==> src/rtl/pulse_period_meter.sv <==
// pulse_period_meter
//   Measures an asynchronous pulse train in the clk domain. For each full
//   cycle of the input it reports the period (rise to rise) and the high
//   time (rise to fall) as counts of clk cycles, and strobes meas_valid
//   for one cycle whenever those results update.
//
// Parameters
//   CNT_W        width of the counters and of period/high_time
//   SYNC_STAGES  synchronizer depth for pulse_in (>= 2)
//
// Ports
//   clk         system clock, rising edge
//   rst_n       asynchronous active-low reset
//   pulse_in    asynchronous pulse train under measurement
//   enable      1 = measure, 0 = idle and drop any partial measurement
//   period      clk cycles between the last two detected rising edges
//   high_time   clk cycles from a detected rise to the following fall
//   meas_valid  one-cycle strobe when period/high_time update
//   timeout     sticky: counter saturated without seeing a rising edge
module pulse_period_meter #(
   parameter int CNT_W       = 16,
   parameter int SYNC_STAGES = 2
) (
   input  logic             clk,
   input  logic             rst_n,
   input  logic             pulse_in,
   input  logic             enable,
   output logic [CNT_W-1:0] period,
   output logic [CNT_W-1:0] high_time,
   output logic             meas_valid,
   output logic             timeout
);

   typedef enum logic [1:0] {
      IDLE    = 2'd0,
      ARM     = 2'd1,
      MEASURE = 2'd2
   } state_t;

   localparam logic [CNT_W-1:0] CNT_MAX = '1;

   state_t state_reg, state_next;

   logic [SYNC_STAGES-1:0] sync_reg;
   logic                   s_d_reg;
   logic                   s, rise, fall;

   logic [CNT_W-1:0] cnt_reg, hi_cnt_reg, cnt_inc;
   logic             fell_reg;
   logic [CNT_W-1:0] period_reg, high_time_reg;
   logic             meas_valid_reg, timeout_reg;

   // Decoded control from the FSM
   logic clr_cnt, take_meas, saturate, count_en;

   // Synchronizer: shift pulse_in through SYNC_STAGES flops, then one more
   // flop for edge detection.
   always_ff @(posedge clk or negedge rst_n) begin
      if (!rst_n) begin
         sync_reg <= '0;
         s_d_reg  <= 1'b0;
      end else begin
         sync_reg <= {sync_reg[SYNC_STAGES-2:0], pulse_in};
         s_d_reg  <= s;
      end
   end

   assign s       = sync_reg[SYNC_STAGES-1];
   assign rise    = s & ~s_d_reg;
   assign fall    = ~s & s_d_reg;
   assign cnt_inc = cnt_reg + 1'b1;

   always_ff @(posedge clk or negedge rst_n) begin
      if (!rst_n) state_reg <= IDLE;
      else        state_reg <= state_next;
   end

   always_comb begin
      state_next = state_reg;
      clr_cnt    = 1'b0;
      take_meas  = 1'b0;
      saturate   = 1'b0;
      count_en   = 1'b0;
      if (!enable) begin
         state_next = IDLE;
         clr_cnt    = 1'b1;
      end else begin
         case (state_reg)
            IDLE: begin
               clr_cnt    = 1'b1;
               state_next = ARM;
            end
            ARM: begin
               // The first rise only opens the measurement window.
               if (rise) begin
                  clr_cnt    = 1'b1;
                  state_next = MEASURE;
               end
            end
            MEASURE: begin
               // A rise wins over saturation in the same cycle, so a
               // period of exactly 2^CNT_W reports as a truncated value.
               if (rise) begin
                  take_meas = 1'b1;
               end else if (cnt_reg == CNT_MAX) begin
                  saturate   = 1'b1;
                  state_next = ARM;
               end else begin
                  count_en = 1'b1;
               end
            end
            default: begin
               state_next = IDLE;
               clr_cnt    = 1'b1;
            end
         endcase
      end
   end

   always_ff @(posedge clk or negedge rst_n) begin
      if (!rst_n) begin
         cnt_reg        <= '0;
         hi_cnt_reg     <= '0;
         fell_reg       <= 1'b0;
         period_reg     <= '0;
         high_time_reg  <= '0;
         meas_valid_reg <= 1'b0;
         timeout_reg    <= 1'b0;
      end else begin
         meas_valid_reg <= 1'b0;
         if (!enable) begin
            timeout_reg <= 1'b0;
         end
         if (clr_cnt) begin
            cnt_reg    <= '0;
            hi_cnt_reg <= '0;
            fell_reg   <= 1'b0;
         end else if (take_meas) begin
            period_reg     <= cnt_inc;
            // Without a fall inside the window the input never went low,
            // so the whole period counts as high time.
            high_time_reg  <= fell_reg ? hi_cnt_reg : cnt_inc;
            meas_valid_reg <= 1'b1;
            timeout_reg    <= 1'b0;
            cnt_reg        <= '0;
            hi_cnt_reg     <= '0;
            fell_reg       <= 1'b0;
         end else if (saturate) begin
            timeout_reg <= 1'b1;
            cnt_reg     <= '0;
         end else if (count_en) begin
            cnt_reg <= cnt_inc;
            if (fall) begin
               hi_cnt_reg <= cnt_inc;
               fell_reg   <= 1'b1;
            end
         end
      end
   end

   assign period     = period_reg;
   assign high_time  = high_time_reg;
   assign meas_valid = meas_valid_reg;
   assign timeout    = timeout_reg;

endmodule
==> config.mk <==
export PLATFORM = sky130hd
export DESIGN_NAME = pulse_period_meter
export DESIGN_NICKNAME = d
export VERILOG_FILES = /design/src/rtl/pulse_period_meter.sv
export SDC_FILE = /design/constraint.sdc
export NUM_CORES = 1
export LEC_CHECK = 0
export CORE_UTILIZATION = 45
export DETAILED_ROUTE_END_ITERATION = 6
export GPL_ROUTABILITY_DRIVEN = 0
export PLACE_DENSITY_LB_ADDON = 0.1
export SKIP_LAST_GASP = 1
export SYNTH_ARGS = -nofsm -noshare
export SYNTH_HDL_FRONTEND = slang
export SYNTH_SLANG_ARGS = --single-unit
==> constraint.sdc <==
create_clock -name clk -period 2.35 [get_ports clk]
set_input_delay 0.5875 -clock clk [delete_from_list [all_inputs] [get_ports clk]]
set_output_delay 0.5875 -clock clk [all_outputs]
set_load 0.02 [all_outputs]
## After elaboration in Yosys (flattened, before gate mapping)

Cells that the tools add are included.

- Register bits: 72
- Bits of input ports: 4
- Output and inout port bits: 34
- Logic and storage cells: 69

- Add/subtract/negate cells: 1
- Eq/ne operators: 7
- Mux-type cells: 39
- Bitwise logic cells: 5
- Reductions and logical operators: 7

Operator list:

| cell | count |
|---|---|
| $mux W16 | 10 |
| $mux W1 | 23 |
| $add A16 B1 Y16 const B | 1 |
| $eq A16 B16 Y1 const B | 1 |
| $ne A3 B3 Y1 const B | 4 |
| $mux W2 | 4 |
| $pmux W2 S3 | 1 |
| $reduce_and A3 Y1 | 2 |
| $reduce_bool A3 Y1 | 2 |
| $reduce_bool A4 Y1 | 1 |
| $not A1 Y1 | 3 |
| $and A1 B1 Y1 | 2 |
| $eq A2 B1 Y1 const B | 1 |
| $eq A2 B2 Y1 const B | 1 |
| $logic_not A2 Y1 | 1 |
| $pmux W1 S2 | 1 |
| $reduce_and A2 Y1 | 1 |

## Longest topological paths before layout

- Word-level depth: 9
- Gate-level depth with buffers: 7
- Mapped depth without buffers: 5

## Worst setup path before layout

No wires, ideal clock.

- Kind: register to register
- Start: reg cnt_reg[0]
- End: reg hi_cnt_reg[10]
- Library setup time: 79 ps
- Arrival time: 1858 ps
- Required time: 2271 ps
- Slack: 413 ps
- Stages on the path, launching flop included: 8
- Buffers on the path: 2
- Clock period less this slack: 1937 ps
- Path through: dfrtp_1 ha_1 nand4_2 or3_4 o21ai_2 buf_6 buf_12 mux2i_1

- Cells in the longest elaborated chain, start to end: 7
- Elaborated cells on any way between the ends: 18
- Those cells by class: add/sub: 1; eq/ne: 2; mux: 13; reduce/logical: 2

Ends and longest elaborated chain:

| element | line | RTL |
|---|---|---|
| start, declared | 48 | `logic [CNT_W-1:0] cnt_reg, hi_cnt_reg, cnt_inc;` |
| start signal, assigned | 152 | `cnt_reg <= cnt_inc;` |
| branches (longest 7 deep; another with $add A16 B1 Y16) | - |  |
| end signal, assigned | 154 | `hi_cnt_reg <= cnt_inc;` |
| end, declared | 48 |  |

Parallel ways; which one is timed is not known. The select of a mux whose other input is x is not followed.
A chain may end at the register's enable or synchronous reset.

## Final worst setup path

- Start: reg high_time_reg[5], in the netlist high_time[5]
- End: out high_time[5]

RTL lines:

| element | line | RTL |
|---|---|---|
| start, declared | 50 | `logic [CNT_W-1:0] period_reg, high_time_reg;` |
| start signal, assigned | 142 | `high_time_reg <= fell_reg ? hi_cnt_reg : cnt_inc;` |
| end, declared | 29 | `output logic [CNT_W-1:0] high_time,` |

No word-level cell between the ends.

==> out/results.txt <==
Critical path required time - 1.76 ns
Clk Tree Root Cell - clkbuf_8
Fin nets - 372
CP arrival - 1.34 ns
IO Count - 38
Setup bufs post-CTS - 0
Post-synthesis area per instance - 9.99 um2
H-tree Lvls - 3
Mapped cell area - 3200 um2
DIE WIDTH - 86.3 um
First-pass GRT wire length - 11.9 mm
Crit start category - flip-flop
Vias - 2469
Ys Warns - 0
Crit-path leading delay family - buffers and inverters
TNS Setup - 0 ns
Critical path capture point type - primary output
Area Overhead vs Synth - 25.2%
Routed Antenna Nets - 0
MaxCap Viol Count - 0
CP Max Fanout - 2
Slew Limit Fails - 0
Final Util - 0.586
Fin crit period - 1.92 ns
Final hold violations - 0
Antenna Diode Count - 0
Initial antenna violation count - 0
Wire length per cell - 15.2 um
Cts bufs inserted - 9
Clock-pin slew on the worst setup and hold paths - 0.08 ns
Most frequent cells in the layout - 74 x nand2_1, 72 x dfrtp_1, 43 x o21ai_0
Number of global-route vias before repair - 2315
Seq/Total Area, Yosys - 0.564
Fin crit share - 0.819
Max stage delay on crit path - 0.62 ns
FILL cells - 638
Starting density of the core - 0.468
DP Area - 3730 um2
Largest net degree at the start of global routing - 44
PD cells - 665 nW/um2
Non-Filler Cell Area, Final - 4000 um2
Hold Crit Class - in -> async
Clock skew - 0.0107 ns
Critical Path Slowest Stage Cell - clkdlybuf4s50_1
Crit-path cells - clkdlybuf4s50_1
Leakage power - 1.75 nW
Die footprint - 7450 um2
Clk Latency, worst-skew pair - 0.34 ns
CTS tree - built
Hpwl dp - 5.02 mm
DIE HEIGHT - 86.3 um
PortBufs - 37
Gr ovfl total - 0
Reg area - 1800 um2
Core ar. - 6830 um2
Status - complete, no violations
RSZ-0062 raised after global routing - false
Slew margin rel. - 0.594
Synth top area share - 0.564
Worst Path Buf+Inv - 1
Design Power - 2.66 mW
Core Rows - 30
Worst setup margin - 0.426 ns
Pre-CTS setup slack - 0.0692 ns
Total track usage - 0.210
Peak VDD IR - 0.322 mV
Crit Path Category - reg -> out
Cell variety after synth - 39
DRT Wirelength - 7.13 mm
DR vias/cell - 5.28
Clock sinks - 72
Syn_nets - 325
Post-synth EDFFs - 0
Dominant cells by area after synthesis - dfrtp_1 56%, nand2_1 8.7%, o21ai_0 6.7%, mux2i_1 5.3%, nand3_1 2.3%
Synthesized instance count - 320
Remaining DRCs - 0
CTS Hold Buffers Added - 0
Yosys reg bits - 72
Share of layout cells above drive strength 1 - 0.108
Number of detailed-route iterations in the first pass - 4
CTS Buffer Depth - 2
Largest area contributor in the netlist - dfrtp_1
Setup violations, final - 0
Worst-margin pin slew - 0.605 ns
Multi-input logic area - 1290 um2
Commonest non-fill, non-tap cell in the layout - nand2_1
Fmax - 0.520 GHz
DRT iter0 DRCs - 115
FFs w/ async S/R, synth - 1.00
Synth Flop Type - dfrtp_1
Post-CTS resize count - 0
==> area by class of cell <==
class / count / area share
clock inverter: 7 / 0.0356
inverter: 4 / 0.00375
sequential: 72 / 0.450
multi-input combinational: 227 / 0.322
clock buffer: 9 / 0.0310
timing repair buffer: 53 / 0.128
tap: 96 / 0.0300
==> synthesized netlist by cell type, types with 3 or more instances <==
library cell  instances
a21oi_1               3
buf_2                 3
clkbuf_1              9
dfrtp_1              72
inv_1                 4
mux2i_1              17
nand2_1              74
nand3_1              15
nand4_1               6
nor2_1                9
nor3_1                9
nor3b_1               3
nor4_1                4
o211ai_1             10
o21ai_0              43
xnor2_1               8
xor2_1                4
==> path summary, 6_finish.rpt <==
path	start	endpoint	slack, ns	depth (start not counted)
worst max-delay path	high_time[5]	high_time[5]	0.43	1
worst min-delay path	rst_n	high_time[13]	0.08	1
worst max register to register	cnt_reg[1]	hi_cnt_reg[14]	0.44	6
worst min register to register	sync_reg[0]	sync_reg[1]	0.35	0
max in group asynchronous	rst_n	cnt_reg[10]	1.70	2
min in group clk	sync_reg[0]	sync_reg[1]	0.35	0
==> routing by layer <==
layer,part of all wire,up-vias,global-route usage
li1,-,1206,-
met1,0.50,1207,0.306
met2,0.45,47,0.316
met3,0.032,9,0.0400
met4,0.014,0,0.0727
met5,0,-,0
==> report_power, final <==
group	internal, mW	total, mW	switching [mW]
clock	0.816	1.30	0.486
sequential	1.25	1.26	0.00915
combinational	0.0356	0.101	0.0652
==> through the flow <==
| step | hold WS, ns | cells |
|---|---|---|
| 6_report | 0.0799 | 468 |
| 5_1_grt | 0.0850 | 468 |
| 4_1_cts | 0.0793 | 468 |
| 3_5_place_dp | 0.336 | 452 |
| 3_3_place_gp | 0.332 | 452 |
| 2_1_floorplan | 0.292 | 320 |
==> cells by family (layout without fill, tap and decap cells) <==
group	after synthesis	in the layout	share of synthesized area
adder cells (fa/ha/maj)	1	1	0.00391
AND/OR/NAND/NOR	130	130	0.187
buffers and inverters	21	73	0.0337
flip-flops	72	72	0.564
AO/OA/AOI/OAI	65	65	0.119
multiplexers	19	19	0.0603
XOR/XNOR	12	12	0.0329
==> worst register-to-register path, delay by kind of cell (launching register included) <==
kind / cells / cell delay (ns)
buffers and inverters: 1 / 0.20
AOI/OAI and AO/OA: 1 / 0.19
DFF: 1 / 0.40
and+or+nand+nor: 2 / 0.63
adders and majority gates: 1 / 0.20
muxes: 1 / 0.21
(Power assumes the default switching activity.)
